File: src/rtl/pll_axi_pkg.sv
// Shared state encoding and AXI response codes for the PLL reconfiguration AXI4-Lite initiator.
package pll_axi_pkg;

    localparam int unsigned PLL_AXI_ADDR_W = 11;

    localparam logic [1:0] AXI_OKAY   = 2'b00;
    localparam logic [1:0] AXI_SLVERR = 2'b10;
    localparam logic [1:0] AXI_DECERR = 2'b11;

    typedef enum logic [2:0] {
        IDLE,
        WR_REQ,
        WR_RESP,
        RD_REQ,
        RD_RESP,
        DONE
    } pll_axi_state_t;

endpackage

File: src/rtl/pll_axi_master.sv
// Single-outstanding AXI4-Lite initiator: one register command in, one response pulse out.
// Optional per-transaction abort guard enabled by defining PLL_AXI_TIMEOUT_EN.
module pll_axi_master
    import pll_axi_pkg::*;
#(
    parameter int unsigned ADDR_W         = PLL_AXI_ADDR_W,
    parameter int unsigned DATA_W         = 32,
    parameter int unsigned TIMEOUT_CYCLES = 1023
) (
    input  logic              clk_100m,
    input  logic              reset,
    input  logic              cmd_valid,
    output logic              cmd_ready,
    input  logic              cmd_write,
    input  logic [ADDR_W-1:0] cmd_addr,
    input  logic [DATA_W-1:0] cmd_wdata,
    input  logic [3:0]        cmd_wstrb,
    output logic              rsp_valid,
    output logic [DATA_W-1:0] rsp_rdata,
    output logic [1:0]        rsp_resp,
    output logic              rsp_timeout,
    output logic              busy,
    output logic [ADDR_W-1:0] m_axi_awaddr,
    output logic              m_axi_awvalid,
    input  logic              m_axi_awready,
    output logic [DATA_W-1:0] m_axi_wdata,
    output logic [3:0]        m_axi_wstrb,
    output logic              m_axi_wvalid,
    input  logic              m_axi_wready,
    input  logic [1:0]        m_axi_bresp,
    input  logic              m_axi_bvalid,
    output logic              m_axi_bready,
    output logic [ADDR_W-1:0] m_axi_araddr,
    output logic              m_axi_arvalid,
    input  logic              m_axi_arready,
    input  logic [DATA_W-1:0] m_axi_rdata,
    input  logic [1:0]        m_axi_rresp,
    input  logic              m_axi_rvalid,
    output logic              m_axi_rready
);

    if (DATA_W != 32 || TIMEOUT_CYCLES < 2) begin : g_bad_cfg
        $error("pll_axi_master: DATA_W must be 32 and TIMEOUT_CYCLES at least 2");
    end

    pll_axi_state_t r_state;
    logic           r_aw_done;
    logic           r_w_done;

    logic w_aw_hs;
    logic w_w_hs;
    logic w_b_hs;
    logic w_ar_hs;
    logic w_r_hs;
    logic w_wr_done;
    logic w_step_done;
    logic w_expire;

    assign w_aw_hs   = m_axi_awvalid & m_axi_awready;
    assign w_w_hs    = m_axi_wvalid & m_axi_wready;
    assign w_b_hs    = m_axi_bvalid & m_axi_bready;
    assign w_ar_hs   = m_axi_arvalid & m_axi_arready;
    assign w_r_hs    = m_axi_rvalid & m_axi_rready;
    assign w_wr_done = (r_aw_done | w_aw_hs) & (r_w_done | w_w_hs);

    // A handshake that completes the current state beats a coincident expiry.
    always_comb begin
        w_step_done = 1'b0;
        case (r_state)
            WR_REQ:  w_step_done = w_wr_done;
            WR_RESP: w_step_done = w_b_hs;
            RD_REQ:  w_step_done = w_ar_hs;
            RD_RESP: w_step_done = w_r_hs;
            default: w_step_done = 1'b0;
        endcase
    end

`ifdef PLL_AXI_TIMEOUT_EN
    localparam int unsigned TO_W = ($clog2(TIMEOUT_CYCLES + 1) > 10) ?
                                   $clog2(TIMEOUT_CYCLES + 1) : 10;

    logic [TO_W-1:0] r_to_cnt;

    // Held at zero while idle, so it starts clean at every command accept.
    always_ff @(posedge clk_100m) begin
        if (reset || r_state == IDLE) begin
            r_to_cnt <= '0;
        end else begin
            r_to_cnt <= r_to_cnt + TO_W'(1);
        end
    end

    assign w_expire = (r_to_cnt == TO_W'(TIMEOUT_CYCLES - 1));
`else
    assign w_expire = 1'b0;
`endif

    always_ff @(posedge clk_100m) begin
        if (reset) begin
            r_state       <= IDLE;
            r_aw_done     <= 1'b0;
            r_w_done      <= 1'b0;
            cmd_ready     <= 1'b1;
            busy          <= 1'b0;
            rsp_valid     <= 1'b0;
            rsp_rdata     <= '0;
            rsp_resp      <= AXI_OKAY;
            rsp_timeout   <= 1'b0;
            m_axi_awaddr  <= '0;
            m_axi_awvalid <= 1'b0;
            m_axi_wdata   <= '0;
            m_axi_wstrb   <= '0;
            m_axi_wvalid  <= 1'b0;
            m_axi_bready  <= 1'b0;
            m_axi_araddr  <= '0;
            m_axi_arvalid <= 1'b0;
            m_axi_rready  <= 1'b0;
        end else begin
            case (r_state)
                IDLE: begin
                    if (cmd_valid) begin
                        cmd_ready <= 1'b0;
                        busy      <= 1'b1;
                        r_aw_done <= 1'b0;
                        r_w_done  <= 1'b0;
                        if (cmd_write) begin
                            m_axi_awaddr  <= cmd_addr;
                            m_axi_wdata   <= cmd_wdata;
                            m_axi_wstrb   <= cmd_wstrb;
                            m_axi_awvalid <= 1'b1;
                            m_axi_wvalid  <= 1'b1;
                            r_state       <= WR_REQ;
                        end else begin
                            m_axi_araddr  <= cmd_addr;
                            m_axi_arvalid <= 1'b1;
                            r_state       <= RD_REQ;
                        end
                    end
                end
                WR_REQ: begin
                    // AW and W retire independently; move on once both have.
                    if (w_aw_hs) begin
                        m_axi_awvalid <= 1'b0;
                        r_aw_done     <= 1'b1;
                    end
                    if (w_w_hs) begin
                        m_axi_wvalid <= 1'b0;
                        r_w_done     <= 1'b1;
                    end
                    if (w_wr_done) begin
                        m_axi_bready <= 1'b1;
                        r_state      <= WR_RESP;
                    end
                end
                WR_RESP: begin
                    if (w_b_hs) begin
                        m_axi_bready <= 1'b0;
                        rsp_valid    <= 1'b1;
                        rsp_rdata    <= '0;
                        rsp_resp     <= m_axi_bresp;
                        rsp_timeout  <= 1'b0;
                        r_state      <= DONE;
                    end
                end
                RD_REQ: begin
                    if (w_ar_hs) begin
                        m_axi_arvalid <= 1'b0;
                        m_axi_rready  <= 1'b1;
                        r_state       <= RD_RESP;
                    end
                end
                RD_RESP: begin
                    if (w_r_hs) begin
                        m_axi_rready <= 1'b0;
                        rsp_valid    <= 1'b1;
                        rsp_rdata    <= m_axi_rdata;
                        rsp_resp     <= m_axi_rresp;
                        rsp_timeout  <= 1'b0;
                        r_state      <= DONE;
                    end
                end
                DONE: begin
                    rsp_valid <= 1'b0;
                    busy      <= 1'b0;
                    cmd_ready <= 1'b1;
                    r_state   <= IDLE;
                end
                default: begin
                    r_state <= IDLE;
                end
            endcase

            // Abort overrides whatever the state logic above scheduled.
            if (w_expire && !w_step_done && r_state != IDLE && r_state != DONE) begin
                m_axi_awvalid <= 1'b0;
                m_axi_wvalid  <= 1'b0;
                m_axi_bready  <= 1'b0;
                m_axi_arvalid <= 1'b0;
                m_axi_rready  <= 1'b0;
                rsp_valid     <= 1'b1;
                rsp_rdata     <= '0;
                rsp_resp      <= AXI_SLVERR;
                rsp_timeout   <= 1'b1;
                r_state       <= DONE;
            end
        end
    end

endmodule

File: config.mk
export PLATFORM = sky130hd
export DESIGN_NAME = pll_axi_master
export DESIGN_NICKNAME = d
export VERILOG_FILES = /design/src/rtl/pll_axi_pkg.sv /design/src/rtl/pll_axi_master.sv
export SDC_FILE = /design/constraint.sdc
export NUM_CORES = 1
export LEC_CHECK = 0
export ABC_CLOCK_PERIOD_IN_PS = 2100
export BUFFER_PORTS_ARGS = -buffer_cell sky130_fd_sc_hd__buf_2
export CAP_MARGIN = 10
export CORE_UTILIZATION = 45
export CTS_BUF_LIST = sky130_fd_sc_hd__clkbuf_8
export DETAILED_ROUTE_END_ITERATION = 8
export PLACE_DENSITY = 0.88
export SLEW_MARGIN = 0
export SYNTH_ARGS = -nofsm -noshare
export SYNTH_HDL_FRONTEND = slang
export SYNTH_SLANG_ARGS = --single-unit
File: constraint.sdc
create_clock -name clk_100m -period 2.1 [get_ports clk_100m]
set_input_delay 0.21 -clock clk_100m [delete_from_list [all_inputs] [get_ports clk_100m]]
set_output_delay 0.21 -clock clk_100m [all_outputs]
set_load 0.05 [all_outputs]
==> impl_metrics.prom <==
# TYPE chip_impl_metric gauge
chip_impl_metric{name="max_cap_viols",unit=""} 0
chip_impl_metric{name="timing.final.crit_period",unit="ps"} 1840
chip_impl_metric{name="cts_htree_levels",unit=""} 3
chip_impl_info{name="worst_min_delay_path_category",value="in -> reg"} 1
chip_impl_metric{name="synth_enable_flop_cells",unit=""} 0
chip_impl_info{name="cts_tree",value="built"} 1
chip_impl_metric{name="regArea",unit="mm^2"} 0.00210
chip_impl_metric{name="holdWs",unit="ps"} 61.7
chip_impl_metric{name="initial_core_util",unit=""} 0.464
chip_impl_metric{name="setup-tns-final",unit="ps"} 0
chip_impl_metric{name="cp.arrival",unit="ps"} 2130
chip_impl_metric{name="grt_first_pass_wirelength",unit="um"} 14800
chip_impl_metric{name="cts_post_setup_buffers_inserted",unit=""} 0
chip_impl_metric{name="drt_pre_antenna_iters",unit=""} 4
chip_impl_metric{name="total_leakage_power",unit="nW"} 2.37
chip_impl_metric{name="drive_gt1_frac",unit=""} 0.379
chip_impl_metric{name="clock-skew-final",unit="ps"} 5.99
chip_impl_metric{name="cp_data_required_time",unit="ps"} 2390
chip_impl_metric{name="grt_max_degree",unit=""} 50
chip_impl_metric{name="timing_worst_slew_pin_value",unit="ps"} 688
chip_impl_info{name="grt_setup_unrepaired",value="false"} 1
chip_impl_metric{name="flow.area_growth_from_synthesis",unit="%"} 32.3
chip_impl_metric{name="synth_area",unit="mm^2"} 0.00379
chip_impl_metric{name="clkTransAtPathRegs",unit="ps"} 90
chip_impl_metric{name="gp_congestion",unit=""} 0.818
chip_impl_metric{name="peakVddDrop",unit="mV"} 0.705
chip_impl_metric{name="placement.io_buffers",unit=""} 191
chip_impl_metric{name="number_of_antenna_violations_at_the_first_check_in_global_routing",unit=""} 0
chip_impl_info{name="cts_root_buf",value="sky130_fd_sc_hd__clkbuf_8"} 1
chip_impl_metric{name="number_of_cells_on_the_worst_hold_path",unit=""} 2
chip_impl_metric{name="synth_seq_area_share",unit=""} 0.555
chip_impl_info{name="crit_path_cell_trace",value="nor2_1 > nor3_4 > a22o_1"} 1
chip_impl_metric{name="die-width",unit="um"} 93.8
chip_impl_metric{name="numClockSinks",unit=""} 105
chip_impl_metric{name="hold_buffers",unit=""} 0
chip_impl_metric{name="critPathMaxStageDelay",unit="ps"} 640
chip_impl_metric{name="rows",unit=""} 33
chip_impl_metric{name="globalRoute.totalOverflow",unit=""} 0
chip_impl_info{name="status",value="finished clean"} 1
chip_impl_metric{name="p_per_area",unit="mW/mm^2"} 992
chip_impl_metric{name="finalWorstSetupSlack",unit="ps"} 263
chip_impl_metric{name="wirelength",unit="um"} 9980
chip_impl_info{name="worst_setup_path_end_kind",value="flop"} 1
chip_impl_info{name="worst_path_max_delay_cell",value="sky130_fd_sc_hd__dfxtp_1"} 1
chip_impl_metric{name="syn_area_per_cell",unit="um^2"} 9.33
chip_impl_info{name="setup.worst_path.class",value="reg -> reg"} 1
chip_impl_metric{name="cts_buffers",unit=""} 9
chip_impl_metric{name="cts_buffer_depth",unit=""} 2
chip_impl_metric{name="num-nets-final",unit=""} 683
chip_impl_metric{name="rr_worst_depth",unit=""} 3
chip_impl_metric{name="cts_resized",unit=""} 0
chip_impl_metric{name="vias_per_cell",unit=""} 5.05
chip_impl_metric{name="boundaryPins",unit=""} 193
chip_impl_metric{name="antenna_left",unit=""} 0
chip_impl_metric{name="num_vias",unit=""} 3538
chip_impl_metric{name="slew-limit-headroom",unit=""} 0.540
chip_impl_metric{name="num-fill-cells",unit=""} 719
chip_impl_metric{name="highest_fanout_seen_on_the_critical_path",unit=""} 16
chip_impl_metric{name="multi_input_gate_area",unit="mm^2"} 0.00152
chip_impl_metric{name="postSynthCellCount",unit=""} 406
chip_impl_info{name="dominantRegCellSynth",value="sky130_fd_sc_hd__dfxtp_1"} 1
chip_impl_metric{name="via_count_of_the_first_global_routing_pass",unit=""} 3208
chip_impl_metric{name="routedWlPerCell",unit="um"} 14.2
chip_impl_metric{name="synth_nets",unit=""} 498
chip_impl_metric{name="crit_buf_inv",unit=""} 0
chip_impl_metric{name="floorplan.die_area",unit="mm^2"} 0.00879
chip_impl_info{name="critPathLaunchType",value="flop"} 1
chip_impl_metric{name="floorplan.core_area",unit="mm^2"} 0.00818
chip_impl_metric{name="cp.depth",unit=""} 3
chip_impl_info{name="critical_path.top_delay_family",value="simple AND/OR/NAND/NOR gates"} 1
chip_impl_metric{name="final_max_slew_viol_count",unit=""} 0
chip_impl_metric{name="report.final.setup_viol",unit=""} 0
chip_impl_info{name="synth_commonest_cells",value="sky130_fd_sc_hd__dfxtp_1, sky130_fd_sc_hd__nand2_1, sky130_fd_sc_hd__a21oi_1"} 1
chip_impl_metric{name="yosysWarningCount",unit=""} 0
chip_impl_metric{name="antenna-diode-count",unit=""} 0
chip_impl_metric{name="drc",unit=""} 0
chip_impl_info{name="yosys.cell_count.top_type",value="sky130_fd_sc_hd__dfxtp_1"} 1
chip_impl_metric{name="netlist.area_leader.share",unit=""} 0.555
chip_impl_metric{name="dp.final_hpwl",unit="um"} 7070
chip_impl_metric{name="drtIter0Drc",unit=""} 123
chip_impl_metric{name="clock_latency_on_the_worst_skew_pair",unit="ps"} 350
chip_impl_metric{name="dieHeight",unit="um"} 93.8
chip_impl_metric{name="grt_util_all_layers",unit=""} 0.214
chip_impl_metric{name="number_of_hold_violations_in_the_final_report",unit=""} 0
chip_impl_info{name="netlist.top_cell.by_area",value="sky130_fd_sc_hd__dfxtp_1"} 1
chip_impl_metric{name="ys_types",unit=""} 39
chip_impl_metric{name="fmax",unit="GHz"} 0.545
chip_impl_metric{name="period_share",unit=""} 0.875
chip_impl_metric{name="asyncSetResetFlopFracSynth",unit=""} 0
chip_impl_metric{name="placement.setup.worst_slack",unit="ps"} 49.6
chip_impl_metric{name="synth_seq_cells",unit=""} 105
chip_impl_info{name="synth_top_cells_by_area",value="sky130_fd_sc_hd__dfxtp_1, sky130_fd_sc_hd__nand2_1, sky130_fd_sc_hd__a21oi_1, sky130_fd_sc_hd__a22o_1, sky130_fd_sc_hd__mux2i_1"} 1
==> state kept, by name (all words and copies together) (netlist names), 2 cells and up <==
name / count
m_axi_wdata: 32
rsp_rdata: 32
m_axi_araddr: 11
m_axi_awaddr: 11
m_axi_wstrb: 4
r_state: 3
rsp_resp: 2
==> worst register-to-register path, delay by kind of cell, from the launching register on <==
kind	cells	cell delay (ps)
DFF	1	640
AOI/OAI and AO/OA	1	270
and+or+nand+nor	2	870
==> final cells by class <==
cell class                 count  area share
timing repair buffer         203       0.214
clock buffer                  10      0.0274
clock inverter                 6     0.00724
sequential                   105       0.419
multi-input combinational    268       0.303
inverter                       4     0.00299
tap                          105      0.0262
==> routing by layer <==
metal	track usage	wire [um]
met4	0.0500	30
met2	0.390	4990
met1	0.235	4220
met5	0	0
met3	0.0752	739
==> kinds of logic after synthesis <==
kind of cell / after synthesis / synth area share
DFF: 105 / 0.555
and+or+nand+nor: 143 / 0.164
other: 1 / 0.000989
buffers and inverters: 34 / 0.0499
muxes: 15 / 0.0409
AOI/OAI and AO/OA: 108 / 0.189
==> per-stage QoR <==
step           utilization  total power [mW]  area, um^2  cells
2_1_floorplan            -              3.51        3790    406
4_1_cts              0.611              5.02        5000    700
3_5_place_dp         0.590              3.91        4820    684
6_report             0.613              4.97        5010    701
3_3_place_gp         0.590              3.86        4820    684
5_1_grt              0.613              5.22        5010    701
==> cells in the final DEF (no fill, tap or decap), drive strengths merged, types with 3 or more instances in the layout <==
cell type	n
buf	203
dfxtp	105
nand2	104
a21oi	58
a22o	32
nor2	20
mux2i	14
clkbuf	10
inv	6
nor3	5
a211oi	4
nand4b	3
nand3	3
o21ai	3
==> worst paths after layout <==
path / from / end / slack (ps)
worst max-delay path: r_state[0] / rsp_rdata[25] / 260
worst min-delay path: m_axi_rdata[27] / rsp_rdata[27] / 60
worst max register to register: r_state[0] / rsp_rdata[25] / 260
worst min register to register: m_axi_wdata[13] / m_axi_wdata[13] / 460
==> power breakdown <==
group / internal (mW) / switching, mW / leakage, nW / total, mW
clock network: 0.456 / 0.653 / 0.0909 / 1.11
logic: 0.481 / 1.10 / 1.42 / 1.59
registers: 2.16 / 0.118 / 0.852 / 2.28
(Power assumes the default switching activity.)
